## config.mk

```make
export PLATFORM = sky130hd
export DESIGN_NAME = router_out_fifo_flat
export DESIGN_NICKNAME = d
export VERILOG_FILES = /design/src/rtl/router_out_fifo_pkg.sv /design/src/rtl/router_out_fifo_if.sv /design/src/rtl/router_out_fifo_timer.sv /design/src/rtl/router_out_fifo.sv /design/src/flat_wrapper.sv
export SDC_FILE = /design/constraint.sdc
export NUM_CORES = 1
export LEC_CHECK = 0
export CAP_MARGIN = 20
export CORE_ASPECT_RATIO = 1.75
export CORE_MARGIN = 1.5
export CORE_UTILIZATION = 54
export DETAILED_ROUTE_END_ITERATION = 10
export GPL_ROUTABILITY_DRIVEN = 0
export PLACE_DENSITY = 0.78
export SYNTH_ARGS = -nofsm -noshare
export SYNTH_HDL_FRONTEND = slang
export SYNTH_HIERARCHICAL = 1
export SYNTH_SLANG_ARGS = --single-unit
export TNS_END_PERCENT = 30
```

## constraint.sdc

```tcl
create_clock -name clock -period 2.8 [get_ports clock]
set_clock_uncertainty 0.1 [all_clocks]
set_input_delay 0.42 -clock clock [delete_from_list [all_inputs] [get_ports clock]]
set_output_delay 0.42 -clock clock [all_outputs]
set_load 0.02 [all_outputs]
```

## src/rtl/router_out_fifo_pkg.sv

```systemverilog
// Shared types and defaults for the router output buffer slice.
// Entries carry the header flag alongside the byte so packet boundaries survive the FIFO.
package router_pkg;

    localparam int WIDTH     = 8;
    localparam int DEPTH     = 16;
    localparam int TIMEOUT   = 30;
    localparam int PKT_CNT_W = 7;

    typedef struct packed {
        logic             hdr;
        logic [WIDTH-1:0] data;
    } fifo_entry_t;

    // Header byte carries the payload length in its upper six bits
    function automatic logic [5:0] hdr_len(input logic [WIDTH-1:0] b);
        return b[7:2];
    endfunction

endpackage

```

## src/rtl/router_out_fifo_if.sv

```systemverilog
// Handshake bundle between the router write path / destination and one output buffer.
interface router_out_fifo_if #(
    parameter int WIDTH = router_pkg::WIDTH
);
    logic             write_enb;
    logic             lfd_state;
    logic [WIDTH-1:0] data_in;
    logic             read_enb;
    logic [WIDTH-1:0] data_out;
    logic             valid_out;
    logic             full;
    logic             empty;
    logic             soft_reset;

    modport master (
        output write_enb, lfd_state, data_in, read_enb,
        input  data_out, valid_out, full, empty, soft_reset
    );

    modport slave (
        input  write_enb, lfd_state, data_in, read_enb,
        output data_out, valid_out, full, empty, soft_reset
    );
endinterface

```

## src/rtl/router_out_fifo_timer.sv

```systemverilog
// Counts consecutive unread cycles; expire flags the flush edge, soft_reset echoes it one cycle later.
module router_out_timer #(
    parameter int TIMEOUT = router_pkg::TIMEOUT
) (
    input  logic clock,
    input  logic reset,
    input  logic valid_out,
    input  logic read_enb,
    output logic expire,
    output logic soft_reset
);
    localparam int TW = $clog2(TIMEOUT) + 1;

    logic [TW-1:0] timer;
    logic          waiting;

    assign waiting = valid_out && !read_enb;
    assign expire  = waiting && (timer == TW'(TIMEOUT - 1));

    always_ff @(posedge clock) begin
        if (reset) begin
            timer      <= '0;
            soft_reset <= 1'b0;
        end else begin
            soft_reset <= expire;
            if (!waiting || expire)
                timer <= '0;
            else
                timer <= timer + 1'b1;
        end
    end
endmodule

```

## src/rtl/router_out_fifo.sv

```systemverilog
// Per-destination output FIFO of the 1x3 router with packet-length tracking and
// a self-flush when the destination stops reading.
module router_out_fifo
    import router_pkg::*;
#(
    parameter int WIDTH   = router_pkg::WIDTH,
    parameter int DEPTH   = router_pkg::DEPTH,
    parameter int TIMEOUT = router_pkg::TIMEOUT
) (
    input logic              clock,
    input logic              reset,
    router_out_fifo_if.slave bus
);
    localparam int AW = $clog2(DEPTH);

    fifo_entry_t          mem [DEPTH];
    logic [AW:0]          wr_ptr;
    logic [AW:0]          rd_ptr;
    logic [PKT_CNT_W-1:0] pkt_count;
    logic [WIDTH-1:0]     data_out_q;
    fifo_entry_t          rd_entry;
    logic                 empty;
    logic                 full;
    logic                 do_push;
    logic                 do_pop;
    logic                 expire;
    logic                 soft_reset;

    assign empty    = (wr_ptr == rd_ptr);
    assign full     = (wr_ptr[AW] != rd_ptr[AW]) && (wr_ptr[AW-1:0] == rd_ptr[AW-1:0]);
    assign rd_entry = mem[rd_ptr[AW-1:0]];
    // A push landing on the flush edge is discarded with the rest of the contents
    assign do_push  = bus.write_enb && !full && !expire;
    assign do_pop   = bus.read_enb && !empty;

    router_out_timer #(.TIMEOUT(TIMEOUT)) u_timer (
        .clock      (clock),
        .reset      (reset),
        .valid_out  (!empty),
        .read_enb   (bus.read_enb),
        .expire     (expire),
        .soft_reset (soft_reset)
    );

    always_ff @(posedge clock) begin
        if (do_push)
            mem[wr_ptr[AW-1:0]] <= '{hdr: bus.lfd_state, data: bus.data_in};
    end

    always_ff @(posedge clock) begin
        if (reset || expire) begin
            wr_ptr     <= '0;
            rd_ptr     <= '0;
            pkt_count  <= '0;
            data_out_q <= '0;
        end else begin
            if (do_push)
                wr_ptr <= wr_ptr + 1'b1;
            if (do_pop) begin
                rd_ptr     <= rd_ptr + 1'b1;
                data_out_q <= rd_entry.data;
                // Header reload counts payload bytes plus the trailing parity byte
                if (rd_entry.hdr)
                    pkt_count <= PKT_CNT_W'(hdr_len(rd_entry.data)) + 1'b1;
                else if (pkt_count != '0)
                    pkt_count <= pkt_count - 1'b1;
            end
        end
    end

    assign bus.data_out   = data_out_q;
    assign bus.valid_out  = !empty;
    assign bus.full       = full;
    assign bus.empty      = empty;
    assign bus.soft_reset = soft_reset;
endmodule

```

## src/flat_wrapper.sv

```systemverilog
// flat-port wrapper written by rule: the top's interface ports become plain ports
module router_out_fifo_flat import router_pkg::*;
#(
    parameter int WIDTH   = router_pkg::WIDTH,
    parameter int DEPTH   = router_pkg::DEPTH,
    parameter int TIMEOUT = router_pkg::TIMEOUT
)
  (clock, reset, bus_write_enb, bus_lfd_state, bus_data_in, bus_read_enb, bus_data_out, bus_valid_out, bus_full, bus_empty, bus_soft_reset);
  router_out_fifo_if #(.WIDTH(WIDTH)) bus_i ();
  input logic clock;
  input logic reset;
  input wire logic [$bits(bus_i.write_enb)-1:0] bus_write_enb;
  input wire logic [$bits(bus_i.lfd_state)-1:0] bus_lfd_state;
  input wire logic [$bits(bus_i.data_in)-1:0] bus_data_in;
  input wire logic [$bits(bus_i.read_enb)-1:0] bus_read_enb;
  output wire logic [$bits(bus_i.data_out)-1:0] bus_data_out;
  output wire logic [$bits(bus_i.valid_out)-1:0] bus_valid_out;
  output wire logic [$bits(bus_i.full)-1:0] bus_full;
  output wire logic [$bits(bus_i.empty)-1:0] bus_empty;
  output wire logic [$bits(bus_i.soft_reset)-1:0] bus_soft_reset;
  assign bus_i.write_enb = bus_write_enb;
  assign bus_i.lfd_state = bus_lfd_state;
  assign bus_i.data_in = bus_data_in;
  assign bus_i.read_enb = bus_read_enb;
  assign bus_data_out = bus_i.data_out;
  assign bus_valid_out = bus_i.valid_out;
  assign bus_full = bus_i.full;
  assign bus_empty = bus_i.empty;
  assign bus_soft_reset = bus_i.soft_reset;
  router_out_fifo #(.WIDTH(WIDTH), .DEPTH(DEPTH), .TIMEOUT(TIMEOUT)) u_core (.clock(clock), .reset(reset), .bus(bus_i));
endmodule
```

# After elaboration in Yosys (flattened, before gate mapping)

Memory sizes are Yosys's and may differ from the RTL's. A register that Yosys moved wholly into a read port is not among the register bits.
Index checks and enable logic that the tools add are counted.

Output and inout port bits: 12
Input port bits: 13
Flip-flop bits (word level): 17
Logic and storage cells: 28
Bits in writable memories: 144
Memories: 1

Muxes and demuxes: 2
Eq/ne operators: 4
$add $sub $neg: 3
Reduce and logical (&&, ||, !) cells: 14

Memories:

| name       | depth | width | rd ports | clocked after Yosys merged registers in | wr ports | RTL line              | text |
|---|---|---|---|---|---|---|---|
| u_core.mem | 16    | 9     | 1        | 1                                       | 1        | router_out_fifo.sv:16 | `fifo_entry_t mem [DEPTH];` |

Operators by type and width:

| kind                                          | count |
|---|---|
| adder 5 x 1 -> 5 bit, second input constant   | 2 |
| adder 6 x 1 -> 6 bit, second input constant   | 1 |
| == test 6 x 5 -> 1 bit, second input constant | 1 |
| logical AND 1 bit                             | 6 |
| == test 5 bit                                 | 1 |
| zero test 1 bit                               | 5 |
| == test 4 bit                                 | 1 |
| logical OR 1 bit                              | 2 |
| two-way mux 1 bit                             | 2 |
| OR reduction 2 bit                            | 1 |
| != test 1 bit                                 | 1 |

# Depth between registers and ports, before layout

Gate-level depths: netlist of the first run.

Depth after elaboration: 8
Gate-level depth with buffers: 10
Depth with buffers taken out: 10

# Hierarchy

The synthesis of the first run kept the hierarchy.

Modules (own cells, without submodules):

| module           | cells each | area each (µm²) | instances | seq. area each (µm²) |
|---|---|---|---|---|
| router_out_fifo  | 330        | 5,941.9         | 1         | 4,204.0 |
| router_out_timer | 32         | 309.0           | 1         | 140.1 |

# Worst setup path before layout of the first run

Ideal clock, no wire load.

Path type: register to register
From: reg u_core.rd_ptr[1]
To: mem u_core/mem[7][0] (netlist name), enable pin
Path slack: -0.327 ns
Buffers on the path: 1
Arrival time: 2.629 ns
Data required time: 2.302 ns
Period minus slack after synthesis: 3.127 ns
Setup time: 0.398 ns
Cell stages (with the launch flop): 8
Cell sequence: dfxtp_1 -> buf_6 -> xnor2_1 -> nand4_1 -> or2_2 -> nor3b_2 -> nand2b_1 -> nor4b_1

Longest elaborated chain between the ends: 8
Elaborated cells between the ends (all ways): 12
Those cells by class: eq/ne: 2; mux: 2; reduce/logical: 8

RTL lines:

| what                                    | RTL line                    | text |
|---|---|---|
| start, declared                         | router_out_fifo.sv:18       | `logic [AW:0] rd_ptr;` |
| start signal, assigned                  | router_out_fifo.sv:60       | `rd_ptr <= rd_ptr + 1'b1;` |
| == test 5 bit                           | router_out_fifo.sv:29       | `assign empty = (wr_ptr == rd_ptr);` |
| zero test 1 bit                         | --                          |  |
| net bus_valid_out                       | flat_wrapper.sv:17          | `output wire logic [$bits(bus_i.valid_out)-1:0] bus_valid_out;` |
| logical AND 1 bit                       | router_out_fifo_timer.sv:17 | `assign waiting = valid_out && !read_enb;` |
| logical AND 1 bit                       | router_out_fifo_timer.sv:18 | `assign expire = waiting && (timer == TW'(TIMEOUT - 1));` |
| net u_core.expire                       | router_out_fifo.sv:26       | `logic expire;` |
| zero test 1 bit                         | router_out_fifo.sv:33       | `assign do_push = bus.write_enb && !full && !expire;` |
| logical AND 1 bit                       | router_out_fifo.sv:33       |  |
| two-way mux 1 bit                       | router_out_fifo.sv:46       | `if (do_push)` |
| two-way mux 1 bit (implied by the code) | router_out_fifo.sv:47       | `mem[wr_ptr[AW-1:0]] <= '{hdr: bus.lfd_state, data: bus.data_in};` |
| end, declared                           | router_out_fifo.sv:16       |  |

The timed path passes the listed nets, and every way through them passes these cells.

# Worst setup path in the final report of the first run

From: reg u_core.wr_ptr[0]
To: out bus_empty

Longest elaborated chain between the ends: 1

RTL lines:

| what                   | RTL line              | text |
|---|---|---|
| start, declared        | router_out_fifo.sv:17 | `logic [AW:0] wr_ptr;` |
| start signal, assigned | router_out_fifo.sv:58 | `wr_ptr <= wr_ptr + 1'b1;` |
| == test 5 bit          | router_out_fifo.sv:29 |  |
| end, declared          | flat_wrapper.sv:19    | `output wire logic [$bits(bus_i.empty)-1:0] bus_empty;` |

No other way between the ends.

==> results.rst, run 1 <==
.. list-table::
   :header-rows: 1

   * - Metric
     - Value
   * - Run status
     - completed
   * - Total number of nets in the final design
     - about 430
   * - Crit Reg-Reg Endpoint
     - u_core/mem[15][2]
   * - Placed cell areas
     - 6740 sq um
   * - Most used flip-flop cell after synthesis
     - sky130_fd_sc_hd__edfxtp_1
   * - Number of warnings reported in the yosys synthesis log
     - 6
   * - Final period util
     - a little over nine tenths
   * - Number of setup buffers added after CTS
     - 0
   * - Relative contribution of the clock network to total power
     - between 30% and 40%
   * - Initial DRT Pass Iterations
     - 4
   * - Crit. End Element
     - output port
   * - Cells on worst reg2reg path
     - 7
   * - Hold-fix buffer count after cts
     - 0
   * - Peak Freq
     - approximately 380 MHz
   * - DIE WIDTH
     - 84.3 um
   * - Worst setup path category
     - reg -> out
   * - Worst setup SP type
     - flop
   * - Signed area change from the synthesized netlist to the final layout
     - 16.5%
   * - Min-Delay Endpoint
     - u_core/u_timer/timer[0]
   * - Max-slew headroom at the worst pin
     - between 50% and 60%
   * - Post-synth EDFFs
     - 128
   * - Clk root buf
     - sky130_fd_sc_hd__clkbuf_16
   * - Unrepaired setup endpoints after global routing
     - no
   * - Area of the mapped netlist
     - ~6300 sq um
   * - Maximum clock insertion buffer count
     - 2
   * - Initial core utilization
     - 55.7%
   * - Fraction of layout instances using a drive strength above 1
     - 19.7%
   * - Pre-CTS worst setup slack
     - about 0.31 ns
   * - Setup slack, reg-to-reg
     - 0.29 ns
   * - Post-Syn Nets
     - 382
   * - FF+latch count, synth
     - 153
   * - Largest net degree at the start of global routing
     - 45
   * - Met2 GRT Util
     - 35.7%
   * - Switching pwr
     - about 0.0012 W
   * - CTS tree
     - yes
   * - Wire length of the first global-routing pass
     - 18300 um
   * - Post-synthesis area per instance
     - about 17 sq um
   * - # clock sinks
     - ~150
   * - Fin. Hold Viols
     - 0
   * - Post-DP HPWL
     - about 7500 um
   * - Initial drt markers
     - 228
   * - Tightest Hold Check Type
     - reg -> reg
   * - Final Slew Violations
     - 0
   * - Maximum vdd ir drop
     - 0.553 mV
   * - Hold_sp
     - u_core/u_timer/timer[0]
   * - Total track usage
     - 20.2%
   * - Number of vias per cell after detailed routing
     - between 6 and 7
   * - Most frequent cells in the layout
     - sky130_fd_sc_hd__edfxtp_1, sky130_fd_sc_hd__buf_4, sky130_fd_sc_hd__dfxtp_1, sky130_fd_sc_hd__clkdlybuf4s50_1, sky130_fd_sc_hd__mux4_1
   * - Post-layout min period
     - 2.63 ns
   * - Number of buffers created by CTS
     - 17
   * - Cells after synthesis
     - approximately 360
   * - Number of nets still failing antenna checks after routing
     - 0
   * - Required time of the critical path
     - 2.28 ns
   * - MaxCap Viol Count
     - 0
   * - Distinct cell type count of the synthesized netlist
     - 44
   * - Internal
     - 0.00402 W
   * - Critical path arrival
     - 2.11 ns
   * - Switching share of power
     - 23.5%
   * - Area of the core
     - 11200 sq um
   * - Clock-pin slew of the registers on the worst-case setup and hold paths
     - 0.06 ns
   * - Global routing met3 resource utilization
     - 4.76%
   * - Largest fanout on the critical path
     - 5
   * - Fraction of power consumed by combinational cells
     - 12.1%
   * - Routed via count
     - 3328
   * - Num ports
     - 25
   * - WL per Instance
     - 21.1 um
   * - Filler cells
     - 767
   * - Floorplan die area
     - 12300 sq um
   * - Most frequent standard cell in the layout excluding fill and tap cells
     - sky130_fd_sc_hd__edfxtp_1
   * - Leakage power summed over all cells
     - 2.36 nW
   * - Slew @ Worst Pin
     - 0.725 ns
   * - Remaining global-route overflow
     - 0
   * - Part of the Yosys area used for sequential elements
     - a little over two thirds
   * - Busiest layer in global routing
     - met2
   * - Sequential Power Share
     - 48.7%
   * - Worst hold-check slack
     - 0.389 ns
   * - H-Tree Level Count
     - 4
   * - Via count of the first global-routing pass
     - roughly 3400
   * - Launch instance of the worst register-to-register path
     - u_core/wr_ptr[0]
   * - Global routing usage on met1
     - 23.7%
   * - Area of all placed cells without fillers
     - 7280 sq um
   * - Worst-skew pair later-pin latency
     - between 0.4 and 0.5 ns
   * - Number of buffer cells added on primary ports
     - 23
   * - Power density over the cells
     - 721 nW/um^2
   * - Final wirelength
     - 11700 um
   * - Number of antenna violations at the first check in global routing
     - 0
   * - Final worst-path setup slack
     - 0.175 ns
   * - Post-CTS resize count
     - 0
   * - Post-placement cell count
     - 522
   * - Number of endpoints failing setup at the final stage
     - 0
   * - Ant diodes
     - 0
   * - Number of design rule violations left after detail routing
     - 0
   * - Post-layout total power
     - 0.00525 W
   * - Std cell rows
     - 51
   * - Non-filler cells in the finished layout
     - 554
   * - Die Height
     - 145 um
   * - Worst hold stages
     - 1
   * - Async set-or-reset flop fraction in the synthesized netlist
     - 0%
==> worst max-delay path, cell delays in order (launching register included) <==
cell and delay [ns]:
sky130_fd_sc_hd__dfxtp_1 0.44, sky130_fd_sc_hd__xnor2_1 0.16, sky130_fd_sc_hd__nand4_1 0.12, sky130_fd_sc_hd__or2_2 0.32, sky130_fd_sc_hd__inv_1 0.06, sky130_fd_sc_hd__clkdlybuf4s50_1 0.59
==> worst max-delay path by stage <==
stage,startpoint,cells past startpoint,slack (ns),endpoint
finish,u_core/wr_ptr[0],5,0.17,bus_empty
global route,u_core/wr_ptr[1],5,0.09,bus_empty
CTS,u_core/wr_ptr[1],5,0.16,bus_empty
detailed placement,u_core/wr_ptr[1],7,0.31,u_core/mem[15][0]
global placement,u_core/wr_ptr[1],7,0.34,u_core/mem[15][0]
floorplan,u_core/rd_ptr[1],7,-0.29,u_core/mem[5][0]
==> registers in the layout (all words and copies together), names as in the netlist <==
name and cells:
u_core/bus.data_out 8, u_core/mem 128, u_core/rd_ptr 5, u_core/u_timer/soft_reset 1, u_core/u_timer/timer 6, u_core/wr_ptr 5
==> through the flow <==
step | utilization (%) | setup TNS (ns)
floorplan | - | -8.28
global placement | 60.0 | 0
detailed placement | 60.0 | 0
CTS | 64.8 | 0
global route | 64.8 | 0
finish | 64.8 | 0
==> Yosys cell counts, drive strengths merged, types with 4 or more instances <==
master / n / area [sq um]
edfxtp: 128 / 3840
dfxtp: 25 / 500
mux4: 24 / 623
a21oi: 19 / 95.1
nor2: 17 / 63.8
mux2: 16 / 180
buf: 15 / 100
o21ai: 12 / 63.8
mux2i: 9 / 90.1
xnor2: 9 / 78.8
a211oi: 8 / 60.1
o22ai: 8 / 50.1
ha: 7 / 87.6
nor3: 7 / 35.0
nand2: 6 / 22.5
nand2b: 6 / 37.5
xor2: 6 / 52.6
clkbuf: 5 / 18.8
inv: 4 / 15.0
nand3: 4 / 25.0
nor4: 4 / 25.0
nor4b: 4 / 35.0
==> cell type report <==
type                            count  area (sq um)  share of cell area (%)
Tap cell                          132           165                    2.27
Multi-Input combinational cell    184          1790                    24.6
Clock buffer                       20           437                    6.00
Timing Repair Buffer               48           418                    5.74
Clock inverter                     12           104                    1.43
Sequential cell                   153          4350                    59.7
Inverter                            5          18.8                   0.258
==> routing by layer <==
metal / vias up / routed length, um
li1: 1541 / -
met1: 1703 / 4590
met2: 68 / 6570
met3: 16 / 327
met4: 0 / 186
met5: - / 0
==> cells by family after synthesis <==
family | synth area share (%)
AOI/OAI and AO/OA | 5.34
xor gates and xnor gates | 2.10
adders and majority gates | 1.40
buffers and inverters | 2.20
DFF | 69.5
muxes | 14.3
and+or+nand+nor | 5.16
==> power groups by stage <==
stage / clock, W / combinational [W] / sequential, W
6_report: 0.00206 / 0.000633 / 0.00256
5_1_grt: 0.00217 / 0.000681 / 0.00257
4_1_cts: 0.00209 / 0.000638 / 0.00256
3_5_place_dp: 0 / 0.000633 / 0.00261
3_3_place_gp: 0 / 0.000616 / 0.00260
2_1_floorplan: 0 / 0.000361 / 0.00263
Note: power is estimated with default switching activity, not from simulation.
==> inputs of run 2 (changes only) <==
--- a/config.mk
+++ b/config.mk
@@ -12,6 +12,7 @@
 export DETAILED_ROUTE_END_ITERATION = 10
 export GPL_ROUTABILITY_DRIVEN = 0
 export PLACE_DENSITY = 0.78
+export SLEW_MARGIN = 20
 export SYNTH_ARGS = -nofsm -noshare
 export SYNTH_HDL_FRONTEND = slang
 export SYNTH_HIERARCHICAL = 1
==> results of run 2 <==
Final layout, timing and power as in run 1 (identical DEF).
